File: src/rtl/serial_subtractor.sv
// ---------------------------------------------------------------------------
// serial_subtractor
//   Bit-serial subtractor: computes A - B - Bin with a single full-subtractor
//   cell, one bit per clock, LSB first, over WIDTH cycles. Operands are
//   captured from the switches on a rising edge of Go while idle; the result,
//   borrow-out and status are presented on the LEDs.
//
// Ports
//   CLOCK_50  in   1   system clock, all state changes on the rising edge
//   Resetn    in   1   asynchronous active-low reset
//   Go        in   1   start request, rising-edge detected
//   SW        in   9   SW[2*WIDTH]=Bin, SW[2*WIDTH-1:WIDTH]=A, SW[WIDTH-1:0]=B
//   LEDR      out  10  [WIDTH-1:0]=difference, [WIDTH]=borrow-out,
//                      [8]=valid, [9]=busy, all other bits 0
// ---------------------------------------------------------------------------
module serial_subtractor #(
  parameter int WIDTH = 4
) (
  input  logic       CLOCK_50,
  input  logic       Resetn,
  input  logic       Go,
  input  logic [8:0] SW,
  output logic [9:0] LEDR
);

  typedef enum logic [1:0] {
    IDLE  = 2'd0,
    SHIFT = 2'd1,
    DONE  = 2'd2
  } state_t;

  // Counter value of the last bit step; DONE follows the edge that sees it.
  localparam logic [2:0] CNT_LAST = 3'(WIDTH - 1);

  state_t           state_q,    state_d;
  logic [WIDTH-1:0] a_q,        a_d;
  logic [WIDTH-1:0] b_q,        b_d;
  logic [WIDTH-1:0] res_q,      res_d;
  logic             br_q,       br_d;
  logic [2:0]       cnt_q,      cnt_d;
  logic             go_prev_q,  go_prev_d;
  logic [WIDTH-1:0] out_res_q,  out_res_d;
  logic             out_bout_q, out_bout_d;
  logic             valid_q,    valid_d;
  logic             busy_q,     busy_d;

  logic             start_s;
  logic             diff_bit_s;
  logic             br_next_s;
  logic [WIDTH:0]   res_shift_s;

  // Full-subtractor cell and start-edge detect.
  always_comb begin
    start_s     = Go & ~go_prev_q;
    diff_bit_s  = a_q[0] ^ b_q[0] ^ br_q;
    br_next_s   = (~a_q[0] & b_q[0]) | (~a_q[0] & br_q) | (b_q[0] & br_q);
    // New difference bit enters at the MSB; result fills from the top.
    res_shift_s = {diff_bit_s, res_q} >> 1;
  end

  // Next-state and datapath logic for the IDLE/SHIFT/DONE sequencer.
  always_comb begin
    state_d    = state_q;
    a_d        = a_q;
    b_d        = b_q;
    res_d      = res_q;
    br_d       = br_q;
    cnt_d      = cnt_q;
    go_prev_d  = Go;
    out_res_d  = out_res_q;
    out_bout_d = out_bout_q;
    valid_d    = valid_q;
    busy_d     = busy_q;

    case (state_q)
      IDLE: begin
        if (start_s) begin
          a_d     = SW[2*WIDTH-1:WIDTH];
          b_d     = SW[WIDTH-1:0];
          br_d    = SW[2*WIDTH];
          res_d   = {WIDTH{1'b0}};
          cnt_d   = 3'd0;
          valid_d = 1'b0;
          busy_d  = 1'b1;
          state_d = SHIFT;
        end else begin
          busy_d  = 1'b0;
          state_d = IDLE;
        end
      end
      SHIFT: begin
        a_d    = a_q >> 1;
        b_d    = b_q >> 1;
        br_d   = br_next_s;
        res_d  = res_shift_s[WIDTH-1:0];
        cnt_d  = cnt_q + 3'd1;
        busy_d = 1'b1;
        if (cnt_q == CNT_LAST) begin
          state_d = DONE;
        end else begin
          state_d = SHIFT;
        end
      end
      DONE: begin
        out_res_d  = res_q;
        out_bout_d = br_q;
        valid_d    = 1'b1;
        busy_d     = 1'b0;
        state_d    = IDLE;
      end
      default: begin
        busy_d  = 1'b0;
        state_d = IDLE;
      end
    endcase
  end

  // State registers; Go history resets high so a held Go cannot start a run.
  always_ff @(posedge CLOCK_50 or negedge Resetn) begin
    if (!Resetn) begin
      state_q    <= IDLE;
      a_q        <= {WIDTH{1'b0}};
      b_q        <= {WIDTH{1'b0}};
      res_q      <= {WIDTH{1'b0}};
      br_q       <= 1'b0;
      cnt_q      <= 3'd0;
      go_prev_q  <= 1'b1;
      out_res_q  <= {WIDTH{1'b0}};
      out_bout_q <= 1'b0;
      valid_q    <= 1'b0;
      busy_q     <= 1'b0;
    end else begin
      state_q    <= state_d;
      a_q        <= a_d;
      b_q        <= b_d;
      res_q      <= res_d;
      br_q       <= br_d;
      cnt_q      <= cnt_d;
      go_prev_q  <= go_prev_d;
      out_res_q  <= out_res_d;
      out_bout_q <= out_bout_d;
      valid_q    <= valid_d;
      busy_q     <= busy_d;
    end
  end

  // LED map built purely from registered bits.
  always_comb begin
    LEDR            = {10{1'b0}};
    LEDR[WIDTH-1:0] = out_res_q;
    LEDR[WIDTH]     = out_bout_q;
    LEDR[8]         = valid_q;
    LEDR[9]         = busy_q;
  end

endmodule
File: config.mk
export PLATFORM = sky130hd
export DESIGN_NAME = serial_subtractor
export DESIGN_NICKNAME = d
export VERILOG_FILES = /design/src/rtl/serial_subtractor.sv
export SDC_FILE = /design/constraint.sdc
export NUM_CORES = 1
export LEC_CHECK = 0
export BUFFER_PORTS_ARGS = -buffer_cell sky130_fd_sc_hd__buf_2
export CAP_MARGIN = 0
export CORE_MARGIN = 5
export CORE_UTILIZATION = 45
export DETAILED_ROUTE_END_ITERATION = 10
export PLACE_DENSITY = 0.67
export SLEW_MARGIN = 20
export SYNTH_ARGS = -nofsm -noshare
export SYNTH_HDL_FRONTEND = slang
export SYNTH_SLANG_ARGS = --single-unit
File: constraint.sdc
create_clock -name CLOCK_50 -period 1.3 [get_ports CLOCK_50]
set_input_delay 0.13 -clock CLOCK_50 [delete_from_list [all_inputs] [get_ports CLOCK_50]]
set_output_delay 0.13 -clock CLOCK_50 [all_outputs]
set_load 0.005 [all_outputs]
# Word-level counts from Yosys, hierarchy flattened
# Index checks and enable logic that the tools add are counted.
# W data, S select, Z words.
[op_classes]
n_addsub = 1
eq_ne = 4
n_mux = 17
bitwise = 10
reduce_logical = 5
[ops]
columns = ["cell", "n"]
rows = [
  ["$pmux W4 S2", 3],
  ["$mux W4", 3],
  ["$pmux W1 S2", 3],
  ["$pmux W3 S2", 1],
  ["$and A1 B1 Y1", 4],
  ["$mux W1", 4],
  ["$pmux W2 S2", 1],
  ["$reduce_and A2 Y1", 2],
  ["$reduce_bool A2 Y1", 2],
  ["$add A3 B1 Y3 const B", 1],
  ["$eq A3 B2 Y1 const B", 1],
  ["$mux W3", 1],
  ["$eq A2 B1 Y1 const B", 1],
  ["$eq A2 B2 Y1 const B", 1],
  ["$logic_not A2 Y1", 1],
  ["$mux W2", 1],
  ["$ne A2 B2 Y1 const B", 1],
  ["$not A1 Y1", 2],
  ["$or A1 B1 Y1", 2],
  ["$xor A1 B1 Y1", 2],
]
[totals]
reg_bits = 26
out_inout_bits = 10
word_cells = 48

# Depth between registers and ports, before layout
# Gate-level depths: netlist (run 1).
[logic_depth]
ltp_word = 5
ltp_mapped = 5
mapped_depth_nobuf = 4

# Least setup slack after synthesis (run 1)
# Ideal clock, no wire load.
[synth_timing]
path_kind = "register to register"
start = "register a_q[0]"
end = "register res_q[3]"
setup_ps = 121
arrival_ps = 1068
setup_slack_ps = 111
stages_incl_launch_ff = 3
path_buffers = 0
cell_sequence = "dfrtp_1 fa_1 a22o_2"
[synth_via]
elab_chain_len = 3
[synth_rtl]
columns = ["item", "line_no", "rtl"]
rows = [
  ["start, declared", "36", "logic [WIDTH-1:0] a_q, a_d;"],
  ["start signal, assigned", "122", "a_q <= {WIDTH{1'b0}};"],
  ["$xor A1 B1 Y1 (2 in a row)", "55", "diff_bit_s = a_q[0] ^ b_q[0] ^ br_q;"],
  ["$pmux W4 S2", "75", "case (state_q)"],
  ["end signal, assigned", "124", "res_q <= {WIDTH{1'b0}};"],
  ["end signal, assigned", "136", "res_q <= res_d;"],
  ["end, declared", "38", "logic [WIDTH-1:0] res_q, res_d;"],
]
# No other way between the ends.
# A chain may end at the register's enable or synchronous reset.

# Worst setup path in the final report (run 1)
[layout_timing]
start = "input port Go"
end = "register cnt_q[0]"
[layout_via]
elab_chain_len = 3
[layout_rtl]
columns = ["item", "line_no", "rtl"]
rows = [
  ["start, declared", "21", "input logic Go,"],
  ["$and A1 B1 Y1", "54", "start_s = Go & ~go_prev_q;"],
  ["$ne A2 B2 Y1 (no source line)", "-", ""],
  ["$reduce_and A2 Y1 (no source line)", "-", ""],
  ["end signal, assigned", "138", "cnt_q <= cnt_d;"],
  ["end, declared", "40", "logic [2:0] cnt_q, cnt_d;"],
]
# No other way between the ends.

==> results of run 1 <==
[sequential cells by signal (all words and copies together), names as in the netlist]
| name | flops |
|---|---|
| a_q | 4 |
| b_q | 4 |
| out_res_q | 4 |
| res_q | 4 |
| cnt_q | 3 |
| state_q | 2 |
| br_q | 1 |
| busy_q | 1 |
| go_prev_q | 1 |
| out_bout_q | 1 |
| valid_q | 1 |
[power breakdown]
group	total (mW)	internal (mW)	switching (mW)
logic	1.23	0.640	0.592
clock network	0.556	0.312	0.244
registers	1.37	1.14	0.224
[final timing paths]
check                                        from                  endpoint  slack (ps)
setup / recovery                               Go      cnt_q[0]$_DFFE_PN0P_          20
hold / removal                              SW[7]        a_q[3]$_DFFE_PN0P_          10
setup reg to reg              go_prev_q$_DFF_PN1_        b_q[1]$_DFFE_PN0P_          30
hold reg to reg            out_bout_q$_DFFE_PN0P_    out_bout_q$_DFFE_PN0P_         490
max in group asynchronous                  Resetn      state_q[0]$_DFF_PN0_         570
min in group asynchronous                  Resetn  out_res_q[3]$_DFFE_PN0P_         320
[metrics by stage]
stage	util, %	std cells	area, µm²	setup TNS, ps
after floorplan	-	99	1220	0
final	56.1	149	1410	0
after global routing	56.0	148	1410	-41.4
after global placement	51.1	140	1290	0
after CTS	54.0	146	1360	0
after detailed placement	51.1	140	1290	0
[Yosys cell counts, drive strengths merged]
cell / n
a21o: 1
a21oi: 3
a22o: 9
a22oi: 2
a31oi: 4
and2: 5
and2b: 2
and4bb: 2
buf: 11
conb: 1
dfrtp: 25
dfstp: 1
fa: 1
ha: 2
inv: 6
mux2: 6
nand2: 2
nand2b: 2
nor2: 2
o21ai: 4
o22ai: 1
o2bb2ai: 4
or3b: 1
[per-layer routing]
metal	vias up	global-route usage, %
met1	390	17.4
met3	2	3.31
met2	24	20.9
met5	-	0
li1	378	-
met4	0	3.94
[worst register-to-register path, cell delays in order, from the launching register on]
cell and delay, ps:
dfstp_2 590, and2b_2 280, a31oi_1 200, o2bb2ai_1 100
[cell type report]
cell class                 count  area, µm²
inverter                       6       25.0
clock inverter                 1       30.0
fill                         217       1110
sequential                    26        654
clock buffer                   3       22.5
multi-input combinational     56        484
antenna                        1       2.50
timing repair buffer          26        158
tap                           30       37.5
[cell families (layout without fill, tap and decap cells)]
kind of cell             Yosys count  count (layout)  synth area share [%]
AO/OA/AOI/OAI                     28              28                  17.6
adder cells (fa/ha/maj)            3               3                  3.72
buffers and inverters             17              36                  9.10
flip-flops                        26              26                  53.9
multiplexers                       6               6                  5.58
other                              1               4                 0.310
AND/OR/NAND/NOR                   16              16                  9.82
[repair_timing]
action	in CTS	in global routing
endpoints found under the setup margin	0	6
hold buffers	2	0
buffers inserted	0	2
resized for setup	0	9
hold endpoints to repair	26	0
==> flow_summary_export.csv, run 1 <==
group,metric,value,unit
clock_tree,clk_pin_slew,140,ps
layout,nets,134,
power,leakage,0.678,nW
power,fin_total_pwr,3.15,mW
min_path,hold_class,"in -> reg",
worst_setup_path,endpoint_kind,"flip-flop",
place,place_congestion,0.748,
worst_setup_path,cp_top_family,"buffers and inverters",
clock_tree,cts_buffer_depth,2,
route,routed_wl,2.41,mm
synth,synth_area_leaders,"dfrtp_1 52%, mux2_2 5.6%, a22o_1 5.1%, buf_4 4.3%, o2bb2ai_1 2.9%",
route,vias,794,
clock_tree,tritoncts,"built",
min_path,min_path_cells,2,
place,portBuffers,18,
sta,slew_viol_final,0,
route,wl_met1,1.08,mm
worst_setup_path,crit_fanout,14,
grt,grt_max_degree,27,
synth,synth_top_area_share,51.7,%
sta,relSlewSlack,61.3,%
sta,setup_viol,0,
worst_setup_path,crit_type,"in -> reg",
clock_tree,numCtsBuffers,3,
synth,synth_area,0.00121,mm²
sta,period_needed,1280,ps
run,maxCapViolCount,0,
synth,synth_cell_types,31,
synth,ys_ff_latch,26,
synth,netlist_instances,97,
floorplan,initial_core_util,48.0,%
floorplan,die_y,61.9,µm
synth,yosysTopAreaCell,"dfrtp_1",
sta,setup_slack,20.9,ps
floorplan,pin_count,22,
route,vias_per_cell,5.33,
layout,layout_commonest_cell,"dfrtp_1",
floorplan,die_w,61.9,µm
worst_setup_path,slowest_delay,550,ps
sta,fmax,0.782,GHz
layout,mostFrequentLayoutCells,"23 x dfrtp_1, 17 x buf_2, 7 x a22o_1, 6 x mux2_2, 6 x buf_4",
grt,antenna_found_initial,0,
sta,finalHoldViolCount,0,
route,wl_met3,121,µm
route,wire_per_inst,16.2,µm
power,max-vdd-ir-drop,0.00118,V
clock_tree,insertion_delay,320,ps
worst_setup_path,cp_num_buf_inv,2,
worst_setup_path,r2r_cells,3,
route,dr_wl_met2,1.19,mm
sta,min_period_over_period,98.4,%
floorplan,num_rows,18,
worst_setup_path,worstPathCellList,"dlygate4sd3_1, clkbuf_4, nand2b_4, a21o_4, mux2_2",
floorplan,coreArea,0.00252,mm²
power,p_per_area,2230,mW/mm²
grt,grt_overflow,0,
route,highest_layer,"met4",
clock_tree,root_buffer,"clkbuf_4",
layout,layout-drive-gt1-share,40.7,%
route,drc,0,
sta,worst_pin_slew,581,ps
sta,clock-skew-final,2.48,ps
route,drt-initial-drc-count,41,
synth,yosys_warnings,0,
place,dpl.hpwl,1.59,mm
worst_setup_path,cp.required,1530,ps
route,antenna_left,0,
layout,syn_to_final_growth,16.9,%
clock_tree,htree_levels,1,
sta,holdWs,12.3,ps
synth,avgSynthCellArea,12.5,µm²
grt,grt_pass1_vias,802,
worst_setup_path,cp-start-kind,"input port",
worst_setup_path,cp.depth,5,
run_status,outcome,"complete, no violations",
floorplan,die-area,0.00383,mm²
route,drt_first_pass_iters,4,
worst_setup_path,cpMaxStageDelayCell,"dlygate4sd3_1",
worst_setup_path,crit_arrival,1500,ps
grt,grt_first_pass_wirelength,3.71,mm
grt,grt_usage,13.0,%
synth,seq_area_frac_synth,53.9,%
place,place_ws,29.7,ps
clock_tree,tritoncts_num_sinks,26,
(Power assumes the default switching activity.)
==> inputs of run 2 (changes only) <==
--- a/config.mk
+++ b/config.mk
@@ -8,3 +8,3 @@
 export BUFFER_PORTS_ARGS = -buffer_cell sky130_fd_sc_hd__buf_2
-export CAP_MARGIN = 0
+export CAP_MARGIN = 10
 export CORE_MARGIN = 5
@@ -12,2 +12,3 @@
 export DETAILED_ROUTE_END_ITERATION = 10
+export HOLD_SLACK_MARGIN = 0.12
 export PLACE_DENSITY = 0.67
==> constraint.sdc (replaced) <==
create_clock -name CLOCK_50 -period 1.3 [get_ports CLOCK_50]
set_input_delay 0.065 -clock CLOCK_50 [delete_from_list [all_inputs] [get_ports CLOCK_50]]
set_output_delay 0.065 -clock CLOCK_50 [all_outputs]
set_load 0.005 [all_outputs]
==> flow_summary_export.csv, run 2 (same netlist as run 1, synthesis figures left out) <==
group,metric,value,unit
layout,nets,142,
floorplan,die-area,0.00383,mm²
clock_tree,insertion_delay,320,ps
sta,clock-skew-final,9.95,ps
worst_setup_path,crit_fanout,5,
worst_setup_path,r2r_setup_slack,40,ps
floorplan,initial_core_util,48.0,%
sta,relSlewSlack,61.4,%
layout,syn_to_final_growth,23.1,%
route,routed_wl,2.49,mm
floorplan,die_w,61.9,µm
sta,setup_viol,0,
sta,min_period_over_period,97.1,%
layout,layout-drive-gt1-share,39.7,%
sta,setup_slack,38.2,ps
sta,finalHoldViolCount,0,
grt,grt_max_degree,27,
layout,layout_commonest_cell,"dfrtp_1",
route,vias_per_cell,5.25,
sta,tns,0,ps
worst_setup_path,endpoint_kind,"flip-flop",
route,vias,819,
route,drt-initial-drc-count,38,
route,antenna_left,0,
route,drc,0,
worst_setup_path,cp-start-kind,"flip-flop",
grt,grt_usage,13.6,%
run_status,outcome,"complete, no violations",
sta,slew_viol_final,0,
place,portBuffers,18,
layout,mostFrequentLayoutCells,"23 x dfrtp_1, 18 x buf_2, 9 x dlygate4sd3_1, 7 x a22o_1, 7 x buf_4",
worst_setup_path,crit_type,"reg -> reg",
sta,period_needed,1260,ps
layout,n_antenna_cell,0,
floorplan,num_rows,18,
clock_tree,htree_levels,1,
clock_tree,tritoncts_num_sinks,26,
place,place_ws,29.7,ps
clock_tree,clk_pin_slew,140,ps
clock_tree,numCtsBuffers,3,
sta,worst_pin_slew,579,ps
clock_tree,root_buffer,"clkbuf_4",
clock_tree,tritoncts,"built",
place,place_congestion,0.748,
power,p_per_area,2140,mW/mm²
place,dpl.hpwl,1.59,mm
route,wire_per_inst,16.0,µm
floorplan,die_y,61.9,µm
floorplan,coreArea,0.00252,mm²
worst_setup_path,crit_arrival,1480,ps
worst_setup_path,cp.required,1520,ps
grt,grt_overflow,0,
grt,grt_pass1_vias,829,
route,drt_first_pass_iters,4,
min_path,hold_class,"in -> reg",
floorplan,pin_count,22,
grt,antenna_found_initial,0,
grt,grt_first_pass_wirelength,3.89,mm
run,maxCapViolCount,0,
sta,fmax,0.793,GHz
power,max-vdd-ir-drop,0.00114,V
power,leakage,0.711,nW
power,fin_total_pwr,3.19,mW
clock_tree,cts_buffer_depth,2,
run 2: changes by cell type in the layout (fill, tap and decap cells not counted), sizes merged:
cell,delta
buf,+2
dlygate4sd3,+7
diode,-1
clkbuf,-1
run 2: final cells by class:
cell class              count  area [µm²]
well taps                  30        37.5
multi-input cells          56         487
flip-flops and latches     26         654
clock buffers               3        22.5
clock inverters             1        30.0
inverters                   6        25.0
repair buffers             34         233
fillers                   209        1030
run 2: metal layers:
layer / part of all wire (%) / global-route usage [%]
met4: 0.68 / 3.94
met3: 4.9 / 2.48
met1: 44 / 18.5
met5: 0 / 0
met2: 50 / 22.3
run 2: where the power goes:
| group | switching [mW] | internal (mW) |
|---|---|---|
| combinational | 0.607 | 0.670 |
| sequential | 0.223 | 1.14 |
| clock | 0.239 | 0.312 |
run 2: worst max-delay path, stage by stage, from the launching register on:
cell	delay, ps
dfstp_2	590
and2b_2	280
a31oi_4	210
o2bb2ai_2	90
run 2: what timing repair did:
action / in CTS / in global routing
setup endpoints to repair: 0 / 6
hold endpoints to repair: 34 / 0
hold buffers: 9 / 0
gates resized for setup: 0 / 9
buffers inserted: 0 / 3
run 2: final timing paths:
kind	cells after the start	from	to
worst max register to register	3	go_prev_q$_DFF_PN1_	a_q[1]$_DFFE_PN0P_
worst min register to register	2	out_bout_q$_DFFE_PN0P_	out_bout_q$_DFFE_PN0P_
worst max-delay path	3	go_prev_q$_DFF_PN1_	a_q[1]$_DFFE_PN0P_
worst min-delay path	4	SW[4]	a_q[0]$_DFFE_PN0P_
max in group asynchronous	2	Resetn	state_q[0]$_DFF_PN0_
min in group asynchronous	2	Resetn	out_res_q[3]$_DFFE_PN0P_
run 2: through the flow:
step / cells / area, µm² / utilization, % / hold WS, ps
2_1_floorplan: 99 / 1220 / - / -231
3_3_place_gp: 140 / 1290 / 51.1 / 88.0
3_5_place_dp: 140 / 1290 / 51.1 / 87.0
4_1_cts: 153 / 1430 / 56.8 / 186
5_1_grt: 156 / 1490 / 59.0 / 178
6_report: 156 / 1490 / 59.0 / 186
==> inputs of run 3 (changes only) <==
- ABC_AREA: not set -> 1
- MAX_ROUTING_LAYER: not set -> met4
==> flow_summary_export.csv, run 3 <==
group,metric,value,unit
run_status,outcome,"complete, no violations",
synth,yosys_warnings,0,
grt,grt_pass1_vias,914,
synth,ys_ff_latch,26,
synth,seq_area_frac_synth,52.8,%
clock_tree,numCtsBuffers,3,
synth,synth_ff_type,"dfrtp_1",
synth,synth_commonest_cells,"54 x nand2_1, 29 x nand3_1, 25 x dfrtp_1",
synth,async_flop_share,100,%
route,drc,0,
place,portBuffers,18,
layout,layout-drive-gt1-share,19.8,%
grt,grt_usage,12.9,%
clock_tree,cts_buffer_depth,2,
floorplan,die_w,62.4,µm
route,highest_layer,"met4",
synth,avgSynthCellArea,8.64,µm²
sta,worst_pin_slew,560,ps
layout,final_util,55.8,%
synth,synth_area_leaders,"dfrtp_1 51%, nand2_1 16%, nand3_1 12%, buf_4 4.9%, inv_1 2.4%",
synth,synthMostInstantiatedCell,"nand2_1",
grt,grt_first_pass_wirelength,4.02,mm
place,placed_area,0.00132,mm²
synth,netlist_instances,143,
worst_setup_path,critPathLaunch,"cnt_q[0]$_DFFE_PN0P_",
route,antenna_left,0,
place,dpl.hpwl,1.63,mm
power,max-vdd-ir-drop,0.00180,V
floorplan,die-area,0.00389,mm²
synth,synth_area,0.00123,mm²
route,wl_met1,1.04,mm
grt,grt_overflow,0,
grt,grt_max_degree,27,
sta,clock-skew-final,6.50,ps
power,leakage,0.831,nW
clock_tree,tritoncts_num_sinks,26,
synth,yosysTopAreaCell,"dfrtp_1",
worst_setup_path,r2r_cells,4,
clock_tree,root_buffer,"clkbuf_4",
floorplan,coreArea,0.00269,mm²
worst_setup_path,r2r-start,"cnt_q[0]$_DFFE_PN0P_",
worst_setup_path,crit_fanout,3,
sta,period_needed,1230,ps
route,vias_per_cell,4.75,
worst_setup_path,crit_type,"reg -> reg",
power,p_per_area,2220,mW/mm²
sta,rsz0062_at_grt,"false",
synth,synth_cell_types,17,
place,place_congestion,0.764,
sta,fmax,0.810,GHz
worst_setup_path,cp.required,1580,ps
route,drt-initial-drc-count,32,
power,fin_total_pwr,3.33,mW
layout,layout_commonest_cell,"nand2_1",
layout,final.fill_count,249,
route,routed_wl,2.38,mm
worst_setup_path,r2r_setup_slack,70,ps
sta,min_period_over_period,95.0,%
layout,fin_area,0.00150,mm²
sta,slew_viol_final,0,
clock_tree,clk_pin_slew,150,ps
sta,relSlewSlack,62.7,%
synth,synth_edf_count,0,
layout,syn_to_final_growth,21.4,%
run,maxCapViolCount,0,
sta,finalHoldViolCount,0,
layout,mostFrequentLayoutCells,"54 x nand2_1, 29 x nand3_1, 25 x dfrtp_1, 18 x buf_2, 11 x dlygate4sd3_1",
floorplan,initial_core_util,46.0,%
layout,n_antenna_cell,0,
route,vias,965,
floorplan,die_y,62.4,µm
clock_tree,insertion_delay,330,ps
clock_tree,tritoncts,"built",
sta,setup_viol,0,
sta,tns,0,ps
floorplan,num_rows,19,
synth,synth_top_area_share,50.7,%
clock_tree,htree_levels,1,
route,wl_met3,132,µm
worst_setup_path,cp-start-kind,"flip-flop",
floorplan,pin_count,22,
worst_setup_path,crit_arrival,1510,ps
worst_setup_path,timing.rr.end,"cnt_q[2]$_DFFE_PN0P_",
grt,antenna_found_initial,0,
route,wire_per_inst,11.7,µm
layout,nets,188,
min_path,hold_class,"in -> async",
worst_setup_path,endpoint_kind,"flip-flop",
route,drt_first_pass_iters,4,
route,dr_wl_met2,1.19,mm
==> run 3: repair_timing <==
item | in CTS | in global routing
setup endpoints to repair | 7 | 7
setup buffers | 0 | 1
endpoints found under the hold margin | 36 | 0
gates resized for setup | 1 | 2
hold buffers | 11 | 0
==> run 3: cell type report <==
cell class	count	area, µm²	share of cell area [%]
Clock buffer	3	22.5	1.50
Clock inverter	1	30.0	2.00
Inverter	9	33.8	2.25
Multi-Input combinational cell	99	472	31.5
Sequential cell	26	652	43.5
Tap cell	31	38.8	2.59
Timing Repair Buffer	34	250	16.7
==> run 3: cell families after synthesis <==
logic type,share of synthesized area [%]
and+or+nand+nor,31.8
DFF,52.8
buffers and inverters,10.6
adders and majority gates,3.65
AOI/OAI and AO/OA,0.811
other,0.304
==> run 3: worst max-delay path, stage by stage (launching register included) <==
cell	delay, ps
dfrtp_1	420
ha_1	210
ha_1	260
or2_1	220
nand2_1	60
==> run 3: per-layer routing <==
layer,global-route usage (%),vias to the layer above
met4,2.39,0
met2,22.2,21
met3,4.14,2
met5,-,-
met1,15.0,442
li1,-,500
==> run 3: per-stage QoR <==
stage	worst slack, ps	hold slack [ps]	instances
floorplan	158	-231	145
global placement	41.5	85.9	187
detailed placement	-21.5	95.0	187
CTS	25.6	268	202
global route	5.89	295	203
finish	65.1	243	203
==> run 3: how the worst max path moves through the flow <==
stage / depth (start not counted) / to
after detailed placement: 5 / a_q[1]$_DFFE_PN0P_
final: 4 / cnt_q[2]$_DFFE_PN0P_
after global routing: 5 / a_q[1]$_DFFE_PN0P_
after CTS: 5 / a_q[1]$_DFFE_PN0P_
after global placement: 5 / a_q[1]$_DFFE_PN0P_
after floorplan: 6 / a_q[3]$_DFFE_PN0P_
==> run 3: power by group <==
group	switching, mW	internal, mW	total [mW]	leakage (nW)
Clock	0.249	0.312	0.561	0.0279
Combinational	0.793	0.608	1.40	0.478
Sequential	0.211	1.16	1.37	0.325
